==> src/rtl/pipe_mul_if.sv <==
`default_nettype none
// +--------------------------------------------------------------------+
// | pipe_mul_if : operand/product valid-ready bundle for pipe_mul       |
// | Rev 1.0                                                             |
// +--------------------------------------------------------------------+
interface pipe_mul_if #(
  parameter int WA = 4,
  parameter int WB = 4
);
  logic               in_valid;
  logic               in_ready;
  logic               in_signed;
  logic [WA-1:0]      a;
  logic [WB-1:0]      b;
  logic               out_valid;
  logic               out_ready;
  logic [WA+WB-1:0]   mul;

  modport master (
    output in_valid, in_signed, a, b, out_ready,
    input  in_ready, out_valid, mul
  );

  modport slave (
    input  in_valid, in_signed, a, b, out_ready,
    output in_ready, out_valid, mul
  );
endinterface
`default_nettype wire

==> src/rtl/pipe_mul.sv <==
`default_nettype none
// +--------------------------------------------------------------------+
// | pipe_mul : STAGES-deep pipelined signed/unsigned multiplier         |
// | Optional accumulator enabled by macro PIPE_MUL_ACC_EN. Rev 1.0      |
// +--------------------------------------------------------------------+
module pipe_mul #(
  parameter int WA     = 4,
  parameter int WB     = 4,
  parameter int STAGES = 2,
  parameter int ACC_G  = 4
) (
  input  wire logic                      clk,
  input  wire logic                      rst_n,
  pipe_mul_if.slave                      bus
`ifdef PIPE_MUL_ACC_EN
  ,
  input  wire logic                      acc_clr,
  output logic [WA+WB+ACC_G-1:0]         acc
`endif
);

  localparam int WP   = WA + WB;
  localparam int LAST = STAGES - 1;

  logic              adv;
  logic [WP-1:0]     a_ext;
  logic [WP-1:0]     b_ext;
  logic [WP-1:0]     prod;
  logic [STAGES-1:0] vld;
  logic [WP-1:0]     dat [STAGES];

  // Guard bits only matter with the accumulator; nothing to build otherwise.
  if (ACC_G < 0) begin : g_acc_g_negative
  end

  assign adv          = !bus.out_valid || bus.out_ready;
  assign bus.in_ready = adv;

  // Extending both operands to the full product width makes the low WP bits
  // of the product exact for either mode.
  assign a_ext = bus.in_signed ? {{WB{bus.a[WA-1]}}, bus.a} : {{WB{1'b0}}, bus.a};
  assign b_ext = bus.in_signed ? {{WA{bus.b[WB-1]}}, bus.b} : {{WA{1'b0}}, bus.b};
  assign prod  = a_ext * b_ext;

  always_ff @(posedge clk or negedge rst_n) begin
    if (!rst_n) begin
      for (int i = 0; i < STAGES; i++) begin
        vld[i] <= 1'b0;
        dat[i] <= '0;
      end
    end else if (adv) begin
      vld[0] <= bus.in_valid;
      dat[0] <= prod;
      for (int i = 1; i < STAGES; i++) begin
        vld[i] <= vld[i-1];
        dat[i] <= dat[i-1];
      end
    end
  end

  assign bus.out_valid = vld[LAST];
  assign bus.mul       = dat[LAST];

`ifdef PIPE_MUL_ACC_EN
  localparam int AW = WP + ACC_G;

  logic [STAGES-1:0] sgn;
  logic [AW-1:0]     mul_ext;
  logic [AW-1:0]     acc_q;
  logic              xfer;

  // The mode flag rides alongside each product so the accumulator knows how
  // to extend it when it leaves the pipe.
  always_ff @(posedge clk or negedge rst_n) begin
    if (!rst_n) begin
      sgn <= '0;
    end else if (adv) begin
      sgn[0] <= bus.in_signed;
      for (int i = 1; i < STAGES; i++) begin
        sgn[i] <= sgn[i-1];
      end
    end
  end

  assign xfer    = bus.out_valid && bus.out_ready;
  assign mul_ext = sgn[LAST] ? {{ACC_G{bus.mul[WP-1]}}, bus.mul}
                             : {{ACC_G{1'b0}}, bus.mul};

  always_ff @(posedge clk or negedge rst_n) begin
    if (!rst_n) begin
      acc_q <= '0;
    end else if (xfer) begin
      acc_q <= (acc_clr ? '0 : acc_q) + mul_ext;
    end else if (acc_clr) begin
      acc_q <= '0;
    end
  end

  assign acc = acc_q;
`endif

endmodule
`default_nettype wire
==> src/flat_wrapper.sv <==
// flat-port wrapper written by rule: the top's interface ports become plain ports
module pipe_mul_flat 
#(
  parameter int WA     = 4,
  parameter int WB     = 4,
  parameter int STAGES = 2,
  parameter int ACC_G  = 4
)
  (clk, rst_n, bus_in_valid, bus_in_signed, bus_a, bus_b, bus_out_ready, bus_in_ready, bus_out_valid, bus_mul);
  pipe_mul_if #(.WA(WA), .WB(WB)) bus_i ();
  input  wire logic clk;
  input  wire logic rst_n;
  input wire logic [$bits(bus_i.in_valid)-1:0] bus_in_valid;
  input wire logic [$bits(bus_i.in_signed)-1:0] bus_in_signed;
  input wire logic [$bits(bus_i.a)-1:0] bus_a;
  input wire logic [$bits(bus_i.b)-1:0] bus_b;
  input wire logic [$bits(bus_i.out_ready)-1:0] bus_out_ready;
  output wire logic [$bits(bus_i.in_ready)-1:0] bus_in_ready;
  output wire logic [$bits(bus_i.out_valid)-1:0] bus_out_valid;
  output wire logic [$bits(bus_i.mul)-1:0] bus_mul;
  assign bus_i.in_valid = bus_in_valid;
  assign bus_i.in_signed = bus_in_signed;
  assign bus_i.a = bus_a;
  assign bus_i.b = bus_b;
  assign bus_i.out_ready = bus_out_ready;
  assign bus_in_ready = bus_i.in_ready;
  assign bus_out_valid = bus_i.out_valid;
  assign bus_mul = bus_i.mul;
  pipe_mul #(.WA(WA), .WB(WB), .STAGES(STAGES), .ACC_G(ACC_G)) u_core (.clk(clk), .rst_n(rst_n), .bus(bus_i));
endmodule
==> config.mk <==
export PLATFORM = sky130hd
export DESIGN_NAME = pipe_mul_flat
export DESIGN_NICKNAME = d
export VERILOG_FILES = /design/src/rtl/pipe_mul_if.sv /design/src/rtl/pipe_mul.sv /design/src/flat_wrapper.sv
export SDC_FILE = /design/constraint.sdc
export NUM_CORES = 1
export LEC_CHECK = 0
export ABC_CLOCK_PERIOD_IN_PS = 3700
export BUFFER_PORTS_ARGS = -buffer_cell sky130_fd_sc_hd__buf_4
export CAP_MARGIN = 20
export CORE_MARGIN = 2
export CORE_UTILIZATION = 40
export CTS_CLUSTER_DIAMETER = 80
export DETAILED_ROUTE_END_ITERATION = 10
export GPL_TIMING_DRIVEN = 0
export SYNTH_ARGS = -nofsm -noshare
export SYNTH_HDL_FRONTEND = slang
export SYNTH_SLANG_ARGS = --single-unit
==> constraint.sdc <==
create_clock -name clk -period 3.7 [get_ports clk]
set_input_delay 0.37 -clock clk [delete_from_list [all_inputs] [get_ports clk]]
set_output_delay 0.37 -clock clk [all_outputs]
set_load 0.03 [all_outputs]
==> results of run 1 <==
what timing repair did:
action,4_1_cts,5_1_grt
hold endpoints to repair,18,0
resized for setup,1,4
pin swaps,0,2
setup endpoints to repair,1,1
hold buffers,1,0
buffers inserted,0,0
power groups by stage:
stage               clock network (mW)  logic (mW)  registers, mW
floorplan                            0       0.337          0.296
global placement                     0       0.447          0.300
detailed placement                   0       0.453          0.305
CTS                              0.160       0.459          0.301
global route                     0.173       0.496          0.311
finish                           0.155       0.450          0.300
final timing paths:
kind | slack (ns) | endpoint | cells past startpoint | from
worst max-delay path | 0.13 | u_core.dat[15] | 14 | bus_in_signed
worst min-delay path | 0.35 | u_core.vld[0] | 2 | bus_in_valid
worst max register to register | 2.39 | u_core.bus.mul[7] | 3 | u_core.vld[1]
worst min register to register | 0.47 | u_core.vld[1] | 1 | u_core.vld[0]
max in group asynchronous | 2.99 | u_core.dat[15] | 2 | rst_n
min in group asynchronous | 0.52 | u_core.bus.mul[4] | 2 | rst_n
critical path, stage by stage:
cell and delay, ns:
buf_4 0.13, and3_2 0.25, fa_2 0.40, fa_1 0.44
ha_1 0.30, inv_1 0.05, fa_1 0.52, inv_1 0.04
ha_1 0.33, a21o_1 0.19, a21oi_2 0.16, xnor3_1 0.24
xnor2_1 0.18, a21oi_1 0.09
registers in the layout (all words and copies together), names as in the netlist:
name / flops
u_core.vld: 2
u_core.bus.mul: 8
u_core.dat: 8
cell usage after synthesis, drive strengths merged, types with 2 or more instances:
cell type / count / area share [%]
nand3: 4 / 1.3
and3: 4 / 1.6
mux2: 14 / 10
a21oi: 5 / 1.6
ha: 16 / 13
buf: 10 / 5.0
dfrtp: 18 / 29
nor2: 2 / 0.49
nand2b: 2 / 0.82
inv: 21 / 5.1
fa: 12 / 16
nand2: 3 / 0.73
xnor2: 7 / 4.0
and2: 12 / 5.1
a21o: 2 / 0.98
per-layer routing:
layer	vias to the layer above	GRT usage (%)	share of wire, %
met5	-	0	0
met4	0	1.563	0
met3	0	3.066	3.2
met2	17	23.23	52
met1	487	17.01	45
li1	486	-	-
through the flow:
stage	worst slack, ns	util [%]
final	0.1331	50.00
after global placement	-0.2626	47.81
after floorplan	0.09864	-
after detailed placement	-0.2837	47.81
after global routing	0.001879	50.00
after CTS	0.01931	49.69
kinds of logic (layout without fill, tap and decap cells):
group / after synthesis / count (layout) / share of synthesized area (%)
AO/OA/AOI/OAI: 9 / 9 / 3.428
XOR/XNOR: 10 / 10 / 7.592
buffers and inverters: 32 / 58 / 10.45
AND/OR/NAND/NOR: 27 / 27 / 10.12
multiplexers: 14 / 14 / 10.29
flip-flops: 18 / 18 / 29.39
adder cells (fa/ha/maj): 28 / 28 / 28.73
cell type report:
type	count	area (um^2)
buffer	11	81.33
fill	330	1831
inverter	21	78.83
sequential	18	450.4
clock buffer	4	55.05
multi-input combinational	88	937.1
timing repair buffer	22	167.7
tap	48	60.06
==> impl_metrics.tcl, run 1 <==
set metrics [dict create \
    ys_types 24 \
    crit_type "in -> reg" \
    hold_ws_ns 0.3513 \
    mostFrequentLayoutCell "buf_4" \
    clkTransAtPathRegs_ns 0.07 \
    critPathMaxFanout 7 \
    timing.slew.headroom_pct 84.57 \
    ant_nets 0 \
    hold_violations 0 \
    swShare_pct 34.43 \
    p_int_mw 0.5940 \
    synth_seq_area_share_pct 29.39 \
    hpwl_mm 2.078 \
    antenna_found_initial 0 \
    clock_skew_ns 0.002455 \
    fin_nets 206 \
    htreeDepth 1 \
    gp_congestion 0.7689 \
    arrival_ns 3.70 \
    stdcell_count 212 \
    power_density_mw_per_mm2 494.9 \
    wire_per_inst_um 11.63 \
    ys_dominant_reg_cell "dfrtp_1" \
    rsz0062_at_grt "false" \
    num_rows 22 \
    coreArea_mm2 0.003661 \
    synth_enable_flop_cells 0 \
    power_switching_mw 0.3120 \
    ir_drop_mv 0.3067 \
    boundaryPins 23 \
    syn_area_mm2 0.001533 \
    portBuffers 21 \
    track_usage_pct 13.23 \
    fmax_ghz 0.2804 \
    ys_ff_latch 18 \
    finalCriticalPeriod_ns 3.567 \
    dieArea_mm2 0.004343 \
    drt_iter0_markers 28 \
    grt_start_max_net_pins 19 \
    area.growth.synth_to_final_pct 19.43 \
    final_area_mm2 0.001831 \
    drv_slew 0 \
    run_status "completed" \
    drc 0 \
    post_dp_cell_area_mm2 0.001750 \
    antenna_cells 0 \
    clockBufferDepth 2 \
    setup_viol_count_final 0 \
    synth_cells 138 \
    async_flop_share_pct 100.0 \
    worstPathRequired_ns 3.83 \
    tritoncts "yes" \
    p_comb_share_pct 49.7 \
    syn_avg_cell_area_um2 11.11 \
    finalWirelength_mm 2.466 \
    syn_nets 179 \
    initial_utilization_pct 41.87 \
    yosys_warnings 0 \
    mostFrequentLayoutCells "29 x buf_4, 21 x inv_1, 18 x dfrtp_1, 16 x ha_1, 14 x mux2_2" \
    grt_overflow_total 0 \
    grt_pass1_vias 1008 \
    die_w_um 65.90 \
    drt-pass1-iter-count 4 \
    fin_crit_sh_pct 96.40 \
    tightestPinTransition_ns 0.2315 \
    drive_above_1_share_pct 35.37 \
    hp-class "in -> reg" \
    die_h_um 65.90 \
    leakage_nw 0.9624 \
    via_count 990 \
    fin_tns_setup_ns 0 \
    crit_path_start_kind "input port" \
    cts_root_buf "clkbuf_8" \
    numCtsBuffers 3 \
    dp_cells 207 \
    power_mw 0.9060 \
    clk-insertion-delay-late_ns 0.25 \
    viasPerCell 4.670 \
    cp-end-kind "register" \
    grt_pass1_wl_mm 4.478 \
    cap_violations 0 \
    pwr-share-seq_pct 33.1 \
    pwr-share-clk_pct 17.1 \
    clock_sinks 18 \
]
No activity file was read; power rests on OpenSTA's default activity.
==> inputs of run 2 (changes only) <==
--- a/config.mk
+++ b/config.mk
@@ -5,6 +5,7 @@
 export SDC_FILE = /design/constraint.sdc
 export NUM_CORES = 1
 export LEC_CHECK = 0
+export ABC_AREA = 1
 export ABC_CLOCK_PERIOD_IN_PS = 3700
 export BUFFER_PORTS_ARGS = -buffer_cell sky130_fd_sc_hd__buf_4
 export CAP_MARGIN = 20
==> run 2 against run 1 <==
  * Sequential share of layout area is 2.0 points lower
  * Die area up 9.8%
  * Maximum frequency is 1.8% higher
  * Clock skew down 0.00056 ns
  * Register-to-register slack improved by 0.03 ns
  * Sequential power shrank 5%
  * Final area grew 9.0%
  * Via count is 29% higher
  * Core utilization fell by 0.47 points
  * Area after synthesis increased by 10%
==> impl_metrics.tcl, run 2 <==
set metrics [dict create \
    run_status "completed" \
    yosys_warnings 0 \
    synth_most_common_cell "nand2_1" \
    crit_path_start "bus_b[3]" \
    timing.slew.headroom_pct 69.08 \
    crit_type "in -> reg" \
    tightestPinTransition_ns 0.4633 \
    viasPerCell 4.405 \
    grt_pass1_vias 1156 \
    synth_seq_area_share_pct 26.61 \
    power_mw 0.8745 \
    r2r_start "u_core.vld[1]" \
    leakage_nw 1.190 \
    holdPathStages 3 \
    setup_ws_ns 0.1961 \
    worstPathRequired_ns 3.84 \
    hpwl_mm 2.311 \
    cts_setup_buffers 0 \
    mostFrequentLayoutCell "nand2_1" \
    syn_area_mm2 0.001693 \
    dp_cells 286 \
    wire_per_inst_um 9.818 \
    mostFrequentLayoutCells "69 x nand2_1, 44 x inv_1, 29 x buf_4, 18 x dfrtp_1, 15 x ha_1" \
    grt_start_max_net_pins 19 \
    ys_ff_latch 18 \
    yosys.area.top_type "dfrtp_1" \
    hp-class "in -> reg" \
    crit_end "u_core.dat[15]" \
    track_usage_pct 12.87 \
    seq_area_um2 450.4 \
    clockBufferDepth 2 \
    num_rows 23 \
    drv_slew 0 \
    synth_enable_flop_cells 0 \
    clkTransAtPathRegs_ns 0.07 \
    finalCriticalPeriod_ns 3.504 \
    place_ws_ns -0.2739 \
    initial_utilization_pct 42.02 \
    portBuffers 20 \
    timing.rr.end "u_core.dat[15]" \
    clk-insertion-delay-late_ns 0.25 \
    syn_avg_cell_area_um2 7.837 \
    cts_root_buf "clkbuf_8" \
    r2r_setup_slack_ns 2.42 \
    dieArea_mm2 0.004769 \
    boundaryPins 23 \
    finalWirelength_mm 2.857 \
    die_h_um 69.06 \
    stdcell_count 291 \
    r2r_cells 6 \
    via_count 1282 \
    arrival_ns 3.65 \
    drive_above_1_share_pct 22.41 \
    drc 0 \
    ys_dominant_reg_cell "dfrtp_1" \
    fin_crit_sh_pct 94.70 \
    die_w_um 69.06 \
    hold_violations 0 \
    ir_drop_mv 0.1451 \
    n_fill_cell 429 \
    async_flop_share_pct 100.0 \
    antenna_found_initial 0 \
    drt-pass1-iter-count 4 \
    syn_nets 257 \
    cp-end-kind "register" \
    power_density_mw_per_mm2 438.2 \
    synth_commonest_cells "71 x nand2_1, 44 x inv_1, 18 x dfrtp_1, 16 x ha_1, 12 x fa_1" \
    ys_types 23 \
    cap_violations 0 \
    clock_sinks 18 \
    yosysTopAreaCellShare_pct 26.61 \
    fin_nets 283 \
    htreeDepth 1 \
    antenna_cells 0 \
    area.growth.synth_to_final_pct 17.89 \
    setup_viol_count_final 0 \
    synth_cells 216 \
    fmax_ghz 0.2854 \
    coreArea_mm2 0.004029 \
    numCtsBuffers 3 \
    drt_iter0_markers 42 \
    critPathMaxFanout 5 \
    synth.area.top_cells "dfrtp_1 27%, nand2_1 16%, fa_1 14%" \
    hp-start "bus_in_valid" \
    multi_input_area_um2 975.9 \
    ant_nets 0 \
    tritoncts "yes" \
    clock_skew_ns 0.001893 \
    grt_pass1_wl_mm 5.133 \
    grt_overflow_total 0 \
    crit_path_start_kind "input port" \
    gp_congestion 0.8114 \
]
## run 2: cell count changes after synthesis, moves of 4 or more
| cell | previous run | this run |
|---|---|---|
| nand2_1 | 3 | 71 |
| inv_1 | 21 | 44 |
| mux2_2 | 14 | 0 |
| and2_1 | 9 | 0 |
| o21ai_1 | 0 | 6 |
| nand3_1 | 4 | 9 |
| nand3_2 | 0 | 5 |
| and3_1 | 4 | 0 |
| xnor2_1 | 7 | 3 |
## run 2: layer usage
metal | track usage (%) | share of wire, % | vias to the layer above
li1 | - | - | 687
met1 | 19.56 | 52 | 567
met2 | 19.23 | 44 | 26
met3 | 1.316 | 3.5 | 2
met4 | 3.922 | 1.0 | 0
met5 | 0 | 0 | -
## run 2: cells by family (layout without fill, tap and decap cells)
| kind of cell | after synthesis | in the layout | share of synthesized area (%) |
|---|---|---|---|
| AOI/OAI and AO/OA | 11 | 11 | 3.252 |
| buffers and inverters | 61 | 86 | 17.22 |
| and+or+nand+nor | 93 | 93 | 24.32 |
| xor gates and xnor gates | 5 | 5 | 2.587 |
| DFF | 18 | 18 | 26.61 |
| adders and majority gates | 28 | 28 | 26.02 |
## run 2: repair_timing
item                       4_1_cts  5_1_grt
gates resized for setup          1        4
hold endpoints to repair        18        0
setup endpoints to repair        1        1
hold buffers                     1        0
pin swaps                        0        1
## run 2: worst min-delay path by stage
stage	end	slack, ns
2_1_floorplan	u_core.bus.mul[0]	0.07
3_3_place_gp	u_core.vld[1]	0.25
3_5_place_dp	u_core.bus.mul[6]	0.26
4_1_cts	u_core.vld[0]	0.33
5_1_grt	u_core.vld[0]	0.33
6_report	u_core.vld[0]	0.33
## run 2: worst max-delay path: stages
cell and delay, ns:
buf_4 0.11, nand2_1 0.07, inv_2 0.07, nand2_2 0.07
fa_2 0.39, fa_1 0.50, inv_1 0.05, fa_1 0.47
inv_1 0.05, fa_1 0.52, inv_1 0.06, ha_4 0.29
nand3_2 0.08, nand3_1 0.08, nand2_1 0.05, nand2_1 0.08
clkinv_1 0.07, nand2_2 0.06, nand3_1 0.07, nand3_1 0.08
nand2_1 0.05
## run 2: stage by stage
stage | TNS (ns) | cell area (um^2) | utilization, % | hold slack, ns
floorplan | 0 | 1693 | - | 0.07441
detailed placement | -0.2739 | 1906 | 47.30 | 0.2563
global placement | -0.2621 | 1906 | 47.30 | 0.2536
CTS | 0 | 1983 | 49.22 | 0.3257
global route | -0.0007545 | 1996 | 49.53 | 0.3337
finish | 0 | 1996 | 49.53 | 0.3346
## run 2: layout make-up
type / count / area share [%]
Buffer: 12 / 5.266
Tap cell: 50 / 3.135
Inverter: 49 / 9.342
Multi-Input combinational cell: 137 / 48.90
Sequential cell: 18 / 22.57
Clock buffer: 4 / 2.759
Timing Repair Buffer: 21 / 8.025
## run 2: report_power, final
group / total [mW] / internal [mW] / switching (mW)
clock network: 0.156 / 0.0944 / 0.0619
registers: 0.285 / 0.257 / 0.0283
logic: 0.433 / 0.191 / 0.241
total: 0.875 / 0.543 / 0.332
